`src/rtl/golden_nonce_pkg.sv`:
```
// Shared types and constants for the golden-nonce transmit framer.
// Holds the framer state enum, default start-of-frame byte and frame length.
package golden_nonce_pkg;

    typedef enum logic [2:0] {
        IDLE,
        SOF,
        B3,
        B2,
        B1,
        B0
    } state_t;

    localparam logic [7:0] SOF_DEFAULT = 8'hA5;
    localparam int         FRAME_LEN   = 5;

endpackage

```
`src/rtl/nonce_sync_fifo.sv`:
```
// Single-clock nonce FIFO; full/empty come from the occupancy count.
// Ports: clk, reset, push, pop, clear, din -> dout (head, combinational), count, full, empty.
module nonce_sync_fifo #(
    parameter int DEPTH = 4,
    parameter int WIDTH = 32
) (
    input  logic                       clk,
    input  logic                       reset,
    input  logic                       push,
    input  logic                       pop,
    input  logic                       clear,
    input  logic [WIDTH-1:0]           din,
    output logic [WIDTH-1:0]           dout,
    output logic [$clog2(DEPTH):0]     count,
    output logic                       full,
    output logic                       empty
);

    localparam int AW = $clog2(DEPTH);
    localparam int CW = AW + 1;

    logic [WIDTH-1:0] mem [DEPTH];
    logic [AW-1:0]    wr_ptr;
    logic [AW-1:0]    rd_ptr;
    logic [AW-1:0]    wr_idx;

    assign dout  = mem[rd_ptr];
    assign empty = (count == '0);
    assign full  = (count == CW'(DEPTH));

    // A push coinciding with clear lands in slot 0 of the emptied queue.
    assign wr_idx = clear ? '0 : wr_ptr;

    always_ff @(posedge clk) begin
        if (reset) begin
            wr_ptr <= '0;
            rd_ptr <= '0;
            count  <= '0;
        end else if (clear) begin
            rd_ptr <= '0;
            if (push) begin
                wr_ptr <= AW'(1);
                count  <= CW'(1);
            end else begin
                wr_ptr <= '0;
                count  <= '0;
            end
        end else begin
            if (push) wr_ptr <= wr_ptr + AW'(1);
            if (pop)  rd_ptr <= rd_ptr + AW'(1);
            case ({push, pop})
                2'b10:   count <= count + CW'(1);
                2'b01:   count <= count - CW'(1);
                default: count <= count;
            endcase
        end
    end

    always_ff @(posedge clk) begin
        if (push) mem[wr_idx] <= din;
    end

endmodule

```
`src/rtl/golden_nonce_tx_framer.sv`:
```
// Queues golden nonces and emits each as SOF + 4 bytes (MSB first) on a valid/ready byte stream.
// Ports: hash_clk, reset, new_golden_ticket, golden_nonce, flush, tx_ready -> tx_valid, tx_data, fifo_count, overflow, drop_count, busy.
module golden_nonce_tx_framer
    import golden_nonce_pkg::*;
#(
    parameter int         DEPTH    = 4,
    parameter logic [7:0] SOF_BYTE = SOF_DEFAULT,
    parameter int         CNT_W    = 8
) (
    input  logic                   hash_clk,
    input  logic                   reset,
    input  logic                   new_golden_ticket,
    input  logic [31:0]            golden_nonce,
    input  logic                   flush,
    input  logic                   tx_ready,
    output logic                   tx_valid,
    output logic [7:0]             tx_data,
    output logic [$clog2(DEPTH):0] fifo_count,
    output logic                   overflow,
    output logic [CNT_W-1:0]       drop_count,
    output logic                   busy
);

    state_t      state;
    logic [31:0] shreg;
    logic [31:0] head;
    logic        hs;
    logic        pop;
    logic        push_ok;
    logic        full;
    logic        empty;

    assign hs   = tx_valid && tx_ready;
    assign busy = (state != IDLE);

    // Pop when idle, or chain straight into the next frame as B0 completes.
    assign pop = !empty && ((state == IDLE) || (state == B0 && hs));

    // Flush empties the queue, so a push alongside it always fits.
    assign push_ok = new_golden_ticket && (flush || !full || pop);

    nonce_sync_fifo #(
        .DEPTH (DEPTH),
        .WIDTH (32)
    ) u_fifo (
        .clk   (hash_clk),
        .reset (reset),
        .push  (push_ok),
        .pop   (pop),
        .clear (flush),
        .din   (golden_nonce),
        .dout  (head),
        .count (fifo_count),
        .full  (full),
        .empty (empty)
    );

    always_ff @(posedge hash_clk) begin
        if (reset) begin
            state    <= IDLE;
            tx_valid <= 1'b0;
            tx_data  <= 8'h00;
            shreg    <= '0;
        end else if (pop) begin
            state    <= SOF;
            tx_valid <= 1'b1;
            tx_data  <= SOF_BYTE;
            shreg    <= head;
        end else if (hs) begin
            // Next byte always comes from the top of the shift register.
            tx_data <= shreg[31:24];
            shreg   <= {shreg[23:0], 8'h00};
            case (state)
                SOF: state <= B3;
                B3:  state <= B2;
                B2:  state <= B1;
                B1:  state <= B0;
                default: begin
                    state    <= IDLE;
                    tx_valid <= 1'b0;
                    tx_data  <= 8'h00;
                end
            endcase
        end
    end

    always_ff @(posedge hash_clk) begin
        if (reset || flush) begin
            overflow   <= 1'b0;
            drop_count <= '0;
        end else if (new_golden_ticket && !push_ok) begin
            overflow <= 1'b1;
            if (drop_count != '1) drop_count <= drop_count + CNT_W'(1);
        end
    end

endmodule

```
`config.mk`:
```
export PLATFORM = sky130hd
export DESIGN_NAME = golden_nonce_tx_framer
export DESIGN_NICKNAME = d
export VERILOG_FILES = /design/src/rtl/golden_nonce_pkg.sv /design/src/rtl/nonce_sync_fifo.sv /design/src/rtl/golden_nonce_tx_framer.sv
export SDC_FILE = /design/constraint.sdc
export NUM_CORES = 1
export LEC_CHECK = 0
export ABC_CLOCK_PERIOD_IN_PS = 5100
export BUFFER_PORTS_ARGS = -buffer_cell sky130_fd_sc_hd__buf_2
export CAP_MARGIN = 20
export CORE_MARGIN = 2
export CORE_UTILIZATION = 59
export DETAILED_ROUTE_END_ITERATION = 7
export PLACE_DENSITY = 0.82
export SLEW_MARGIN = 20
export SYNTH_ARGS = -nofsm -noshare
export SYNTH_HDL_FRONTEND = slang
export SYNTH_SLANG_ARGS = --single-unit
```
`constraint.sdc`:
```
create_clock -name hash_clk -period 5.1 [get_ports hash_clk]
set_input_delay 0.255 -clock hash_clk [delete_from_list [all_inputs] [get_ports hash_clk]]
set_output_delay 0.255 -clock hash_clk [all_outputs]
set_load 0.01 [all_outputs]
```
==> Word-level counts from Yosys, hierarchy flattened <==
Memories as Yosys holds them, arrays and structs flattened. A register that Yosys moved wholly into a read port is not among the register bits.
Cells that the tools add are included.
{ "classes": {"add_sub_neg": 5, "eq_ne": 10, "muxes": 22, "n_reduce_logical": 23} }
{ "op_table": {"columns": ["op", "n"], "rows": [
  ["two-way mux 32 bit", 2],
  ["two-way mux 8 bit", 3],
  ["one-hot mux 3 bit (4 select lines)", 1],
  ["two-way mux 2 bit", 5],
  ["equality test 3 bit (second input constant)", 3],
  ["two-way mux 1 bit", 9],
  ["adder 8 x 1 -> 8 bit (second input constant)", 1],
  ["inequality test 8 bit (second input constant)", 1],
  ["equality test 3 x 2 -> 1 bit (second input constant)", 2],
  ["zero test 3 bit", 2],
  ["one-hot mux 3 bit (2 select lines)", 1],
  ["nonzero test 3 bit", 2],
  ["logical AND 1 bit", 5],
  ["adder 2 x 1 -> 2 bit (second input constant)", 2],
  ["logical OR 1 bit", 4],
  ["AND reduction 2 bit", 2],
  ["nonzero test 2 bit", 2],
  ["OR reduction 2 bit", 2],
  ["OR reduction 4 bit", 1],
  ["adder 3 x 1 -> 3 bit (second input constant)", 1],
  ["equality test 3 x 1 -> 1 bit (second input constant)", 1],
  ["zero test 1 bit", 3],
  ["two-way mux 3 bit", 1],
  ["subtractor 3 x 1 -> 3 bit (second input constant)", 1],
  ["other kinds (3)", 3]
]} }
{ "word_totals": {"reg_bits": 60, "ram_bits": 128, "in_bits": 37, "elab_cells": 72, "mem_count": 1} }
{ "memory_table": {"columns": ["memory", "depth", "word_bits", "rd", "rd_clocked_by_memory_dff", "wr", "line", "rtl"], "rows": [
  ["u_fifo.mem", 4, 32, 1, 1, 1, "nonce_sync_fifo.sv:22", "logic [WIDTH-1:0] mem [DEPTH];"]
]} }

==> Depth between registers and ports, before layout <==
Gate-level depths: netlist of the first run.
{ "depth": {"ltp_word": 9, "mapped_depth": 9, "mapped_depth_nobuf": 8} }

==> By module <==
Synthesis of the first run repeated with hierarchy kept, for this count alone.
{ "unflattened": {"cells_unflattened": 511, "hier_area_um2": 7464.7} }
{ "modules_own_cells": {"columns": ["module", "n_inst", "cells_each", "area_per_inst_um2"], "rows": [
  ["nonce_sync_fifo", 1, 215, 5099.9],
  ["golden_nonce_tx_framer", 1, 296, 2364.8]
]} }

==> Worst setup path before layout of the first run <==
OpenSTA, ideal clock, no wires.
{ "synth_path": {"path_kind": "reg-to-reg", "start": "reg state[1]", "end": "mem u_fifo.mem[1][0], enable pin", "setup_time_ps": 461, "t_arrival_ps": 3636, "required_ps": 4639, "setup_slack_ps": 1003, "path_stages_with_launch": 8, "path_cell_list": "dfxtp_1 buf_2 nor3_1 inv_1 o211ai_1 buf_2 nand2_1 nor3_1"} }
{ "synth_via": {"elab_chain_cells": 8, "word_cells_on_any_way": 9, "cone_classes": "eq/ne (1); mux (2); reduce/logical (6)"} }
{ "synth_rtl": {"columns": ["element", "line", "rtl"], "rows": [
  ["start, declared", "golden_nonce_tx_framer.sv:24", "state_t state;"],
  ["start signal, assigned", "golden_nonce_tx_framer.sv:60", "state <= IDLE;"],
  ["start signal, assigned", "golden_nonce_tx_framer.sv:65", "state <= SOF;"],
  ["start signal, assigned", "golden_nonce_tx_framer.sv:74", "SOF: state <= B3;"],
  ["equality test 3 bit", "golden_nonce_tx_framer.sv:37", "assign pop = !empty && ((state == IDLE) || (state == B0 && hs));"],
  ["logical AND 1 bit", "golden_nonce_tx_framer.sv:37", null],
  ["logical OR 1 bit (*)", "golden_nonce_tx_framer.sv:37", null],
  ["logical AND 1 bit (*)", "golden_nonce_tx_framer.sv:37", null],
  ["logical OR 1 bit (*)", "golden_nonce_tx_framer.sv:40", "assign push_ok = new_golden_ticket && (flush || !full || pop);"],
  ["logical AND 1 bit (*)", "golden_nonce_tx_framer.sv:40", null],
  ["two-way mux 1 bit (*)", "nonce_sync_fifo.sv:60", "if (push) mem[wr_idx] <= din;"],
  ["two-way mux 1 bit (implied by the code) (*)", "nonce_sync_fifo.sv:60", null],
  ["end, declared", "nonce_sync_fifo.sv:22", null]
]} }
Mark *: on every way between the ends. The rest lies on a longest branch, timed or not.

==> Worst setup path after layout of the first run <==
{ "layout_path": {"start": "reg state[2]", "end": "mem u_fifo.mem[1][20], enable pin"} }
The elaborated chain is that of the path after synthesis.

==> run metrics, run 1 <==
# hold bufs at CTS=0; Slew @ Worst Pin=966 ps; IO Pins=59; Post-CTS Setup Bufs=0; Mapped Nets=about 560; share of cells above drive strength 1=24.1%; EDFF count, synth=128; Pleak=2.83 nW; Hold EP=u_fifo.mem[2][12]$_DFFE_PP_; crit path time final=between 2000 and 3000 ps; register area share after synthesis=68.0%; Hold WC Path Type=in -> reg; CP Capture Type=flip-flop; remaining global-route overflow=0; run status=finished clean; final hold violations=0; slew margin rel.=35.6%; MaxCap Viol Count=0; Root Buffer=clkbuf_16; period utilisation layout=between 50 and 60%; vias per cell=6.10; nets=610; clock skew=6.62 ps; Post-synth top flop=edfxtp_1; flops & latches, synth=190; setup TNS=0 ps; CP Launch Type=flip-flop; Synth Instances=between 500 and 600; commonest non-fill, non-tap cell in the layout=edfxtp_1; clk sinks=190; drt first pass iters=5; vias in the first global route=~4500; # resized after CTS=0; DRC viols=0; H-tree levels=4; crit path max fanout=32; ANT nets after route=0; top-area cell type share of the netlist area=51.4%; Iter 0 DRT Violations=431; RSZ-0062 raised after global routing=no; final RePlAce weighted congestion=approximately 0.83; top cells by area, synth=edfxtp_1 (51%), dfxtp_1 (17%), mux4_2 (9.6%); CP Class=reg -> reg; CTS tree=done; worst reg2reg startpoint=state[2]$_SDFFE_PP0N_; area leader, netlist=edfxtp_1; critical path arrival=about 3000 ps; async set or reset register ratio after synthesis=0%; pre-CTS setup slack=2220 ps; FF-to-FF path depth=5; Routed WL per cell=between 15 and 20 microns; Worst-Skew Late Latency=approximately 420 ps; die area=about 14000 sq um; Fill cells=around 870; Clk pin slew, worst setup/hold paths=60 ps; Max Slew Vio Count=0; FP Rows=41; PortBufs=58; initial antenna violation count=0; commonest non-fill, non-tap cells in the layout=edfxtp_1 (128), nand2_1 (67), dfxtp_1 (60), buf_2 (58), nor2_1 (41); Synth cell types=~50; Die X=117 microns; GRT Total Usage=22.5%; R2R Path End=u_fifo.mem[1][20]$_DFFE_PP_; final setup vio count=0; largest net degree at the start of global routing=63; Die H=117 microns; hold wc startpoint=golden_nonce[12]; Yosys warning total=0; mean area per synthesized cell=14.3 sq um; PwrDens=407 nW/um^2; area of the core=12500 sq um; PnR worst setup slack=around 2200 ps; worst hold stages=1; Max Clk Rate=approximately 0.34 GHz; VDD IR-drop max=around 240 uV; worst path required time=5170 ps; Mapped Area=7480 sq um; Bufs on Longest Clock Path=2; area grow syn2layout=13.4%; TritonCTS Buffers=17; reg2reg setup slack=between 2000 and 2500 ps; initial core utilization=59.8%; routed wire length=14.2 mm; dpl hpwl=8.55 mm; first-pass GRT wire length=between 20 and 25 mm; vias post-DR=about 4600; n_diodes=0
metal layers:
| layer | GRT usage (%) | wire length [microns] | vias to the layer above |
|---|---|---|---|
| li1 | - | - | 2123 |
| met1 | 29.0 | 5830 | 2305 |
| met2 | 37.8 | 7290 | 159 |
| met3 | 4.62 | 736 | 25 |
| met4 | 9.41 | 316 | 0 |
| met5 | 0 | 0 | - |
cell families after synthesis:
logic type,Yosys count,synth area share [%]
AO/OA/AOI/OAI,90,9.16
buffers and inverters,47,2.58
multiplexers,34,9.90
AND/OR/NAND/NOR,161,9.97
adder cells (fa/ha/maj),2,0.435
flip-flops,190,68.0
how the worst max path moves through the flow:
| stage | startpoint | end | cells past startpoint |
|---|---|---|---|
| global route | state[2]$_SDFFE_PP0N_ | u_fifo.mem[1][13]$_DFFE_PP_ | 5 |
| global placement | state[2]$_SDFFE_PP0N_ | u_fifo.mem[1][17]$_DFFE_PP_ | 5 |
| detailed placement | state[2]$_SDFFE_PP0N_ | u_fifo.mem[1][19]$_DFFE_PP_ | 5 |
| CTS | state[2]$_SDFFE_PP0N_ | u_fifo.mem[1][13]$_DFFE_PP_ | 5 |
| floorplan | state[1]$_SDFFE_PP0N_ | u_fifo.mem[1][0]$_DFFE_PP_ | 7 |
| finish | state[2]$_SDFFE_PP0N_ | u_fifo.mem[1][20]$_DFFE_PP_ | 5 |
state kept, by name (all words and copies together), names as in the netlist, named ones only:
| register | cells |
|---|---|
| shreg | 32 |
| u_fifo.rd_ptr | 2 |
| u_fifo.mem | 128 |
| u_fifo.wr_ptr | 2 |
| tx_data | 8 |
| state | 3 |
| overflow | 1 |
| tx_valid | 1 |
| drop_count | 8 |
| u_fifo.count | 3 |
final cells by class:
type | count | area (sq um) | share of cell area, %
clock buffer | 20 | 457 | 5.38
clock inverter | 12 | 118 | 1.39
inverter | 9 | 33.8 | 0.398
multi-input combinational | 287 | 2220 | 26.2
sequential | 190 | 5090 | 60.0
tap | 172 | 215 | 2.54
timing repair buffer | 66 | 350 | 4.13
Yosys cell counts, drive strengths merged (2+ instances only):
master	n
edfxtp	128
nand2	67
dfxtp	62
nor2	43
mux4	32
a311oi	26
clkbuf	23
a21oi	19
buf	15
nand3	13
nor3	10
inv	9
o21ai	8
or3	6
a221oi	5
o211ai	5
a211oi	4
a22oi	4
nand4	3
nor4	3
o311ai	3
o41ai	3
a2111oi	2
and3	2
and4	2
mux2i	2
nand2b	2
nor3b	2
nor4b	2
o31ai	2
or2	2
or4	2
power by group:
group	total (W)	leakage, nW	internal (W)	switching, W
Sequential	0.00180	1.68	0.00174	0.0000613
Clock	0.00127	0.285	0.000742	0.000531
Combinational	0.000379	0.859	0.000153	0.000226
Total	0.00346	2.83	0.00264	0.000819
critical path, cell delays in order (launching register included):
cell	delay [ps]
dfxtp_1	530
nand4_2	310
o211ai_1	800
nand2_1	280
nor3_2	200
buf_4	430
through the flow:
stage	total power, W	cell area, sq um	std cells	hold WS (ps)	utilization [%]
after CTS	0.00348	8490	756	30.8	67.8
after global placement	0.00219	7910	724	431	63.2
after global routing	0.00359	8490	756	34.1	67.8
after detailed placement	0.00221	7910	724	442	63.2
final	0.00346	8490	756	43.3	67.8
after floorplan	0.00210	7480	524	354	-
No activity file was read; power rests on OpenSTA's default activity.
==> run 2, diff against run 1 <==
--- a/config.mk
+++ b/config.mk
@@ -5,7 +5,7 @@
 export SDC_FILE = /design/constraint.sdc
 export NUM_CORES = 1
 export LEC_CHECK = 0
-export ABC_CLOCK_PERIOD_IN_PS = 5100
+export ABC_CLOCK_PERIOD_IN_PS = 2900
 export BUFFER_PORTS_ARGS = -buffer_cell sky130_fd_sc_hd__buf_2
 export CAP_MARGIN = 20
 export CORE_MARGIN = 2
==> constraint.sdc (replaced) <==
create_clock -name hash_clk -period 2.9 [get_ports hash_clk]
set_input_delay 0.145 -clock hash_clk [delete_from_list [all_inputs] [get_ports hash_clk]]
set_output_delay 0.145 -clock hash_clk [all_outputs]
set_load 0.01 [all_outputs]
==> run metrics, run 2 (synthesis results as in run 1) <==
Seq pwr share=49.8% (-2.4 points); commonest non-fill, non-tap cell in the layout=edfxtp_1; final hold violations=0 (unchanged); Post-CTS Setup Bufs=0 (unchanged); Iter 0 DRT Violations=524 (+22%); CP top delay family=simple AND/OR/NAND/NOR gates; Core Util, Final=71.8% (+4.0 points); setup TNS=0 ps (unchanged); share of cells above drive strength 1=23.9% (-0.27 points); Psw=0.00153 W (+87%); RSZ-0062 raised after global routing=no; CTS tree=done; Clk pwr share=38.6% (+1.8 points); vias post-DR=4813 (+4.4%); area grow syn2layout=20.1%; Die H=117 microns (unchanged); slowest stage cell on the critical path=o211ai_1; final setup vio count=0 (unchanged); Clk pin slew, worst setup/hold paths=70 ps (about the same); largest net degree at the start of global routing=46 (-27%); PwrDens=711 nW/um^2 (+74%); GRT Total Usage=24.5% (+2.0 points); drt first pass iters=5 (unchanged); CP bufs+invs=1 (unchanged); Reg area=5090 sq um (about the same); crit path max fanout=32 (unchanged); Worst-Skew Late Latency=430 ps (about the same); Max Slew Vio Count=0 (unchanged); Pint=0.00485 W (+84%); vias per cell=6.05 (-0.89%); switching portion of total power=24.0% (+0.26 points); Routed WL per cell=19.2 microns (+2.4%); nets=650 (+6.6%); first-pass GRT wire length=24.5 mm (+7.2%); crit-path cells=nand4_2, o211ai_1, nand2_1, nor3_4, buf_12; H-tree levels=4 (unchanged); dpl hpwl=8.97 mm (+4.9%); area of the multi-input gates=2240 sq um (+0.56%); critical path's largest stage delay=570 ps (-230 ps); Pleak=3.02 nW (+6.6%); CP Class=reg -> reg; Root Buffer=clkbuf_16; initial antenna violation count=0 (unchanged); routed wire length=15.3 mm (+7.8%); commonest non-fill, non-tap cells in the layout=edfxtp_1 (128), nand2_1 (67), dfxtp_1 (61), buf_2 (58), nor2_1 (41); MaxCap Viol Count=0 (unchanged); Slew @ Worst Pin=1020 ps (+49.9 ps); worst path required time=3020 ps (-2150 ps); Finished Cell Area=8980 sq um (+5.9%); placed cell areas=8030 sq um (+1.5%); ANT nets after route=0 (unchanged); period utilisation layout=88.2% (+31 points); clk sinks=190 (unchanged); FP Rows=41 (unchanged); crit path time final=2560 ps (-374 ps); CP Launch Type=flip-flop; most flop-heavy register=u_fifo.mem; final RePlAce weighted congestion=0.888 (+7.1%); slew margin rel.=32.3% (-3.3 points); DRC viols=0 (unchanged); # resized after CTS=0 (unchanged); hold slack=110 ps (+66.8 ps); Hold WC Path Type=in -> reg; die area=13600 sq um (unchanged); remaining global-route overflow=0 (unchanged); total power=0.00638 W (+85%); run status=finished clean; TritonCTS Buffers=17 (unchanged); PortBufs=58 (unchanged); reg2reg setup slack=340 ps (-1830 ps); n_diodes=0 (unchanged); # hold bufs at CTS=32 (+32); Comb power frac=11.6% (+0.6 points); area of the core=12500 sq um (unchanged); max reg flops=128 (unchanged); VDD IR-drop max=506 uV (+110%); vias in the first global route=4835 (+6.8%); IO Pins=59 (unchanged); critical path arrival=2680 ps (-320 ps); initial core utilization=59.8% (unchanged); CP Capture Type=flip-flop; biggest regs=u_fifo.mem x128, shreg x32; Fill cells=803 (-7.9%); Bufs on Longest Clock Path=2 (unchanged); Die X=117 microns (unchanged); clock skew=6.92 ps (+0.300 ps); Max Clk Rate=0.391 GHz (+15%)
==> run 2: through the flow <==
| step | cells | worst slack, ps |
|---|---|---|
| global placement | 732 | 528 |
| floorplan | 524 | -181 |
| CTS | 796 | 401 |
| detailed placement | 732 | 423 |
| finish | 796 | 342 |
| global route | 796 | 146 |
==> run 2: final cells by class <==
cell class / count / area share (%)
sequential: 190 / 56.6
multi-input combinational: 287 / 24.9
tap: 172 / 2.40
inverter: 9 / 0.376
clock inverter: 12 / 2.05
clock buffer: 20 / 4.97
timing repair buffer: 106 / 8.69
==> run 2: worst paths after layout <==
path / startpoint / end / cells after the start
setup reg to reg: state[2]$_SDFFE_PP0N_ / u_fifo.mem[1][10]$_DFFE_PP_ / 5
setup / recovery: state[2]$_SDFFE_PP0N_ / u_fifo.mem[1][10]$_DFFE_PP_ / 5
hold / removal: tx_ready / tx_valid$_SDFFE_PP0P_ / 4
hold reg to reg: overflow$_SDFFE_PP0P_ / overflow$_SDFFE_PP0P_ / 2
==> run 2: worst reg2reg max path: stages, from the launching register on <==
cell,delay [ps]
dfxtp_1,550
nand4_2,300
o211ai_1,570
nand2_1,290
nor3_4,260
buf_12,240
==> run 2: metal layers <==
layer	up-vias	track usage [%]	part of all wire, %
met4	0	10.0	2.0
met1	2404	30.4	40
met2	172	42.2	53
li1	2211	-	-
met3	26	5.29	5.5
met5	-	0	0
==> run 2: power by group through the flow <==
stage	clock network [W]	registers (W)	logic [W]
detailed placement	0	0.00323	0.000693
floorplan	0	0.00320	0.000498
global route	0.00260	0.00319	0.000818
global placement	0	0.00321	0.000665
CTS	0.00248	0.00317	0.000737
finish	0.00247	0.00318	0.000740
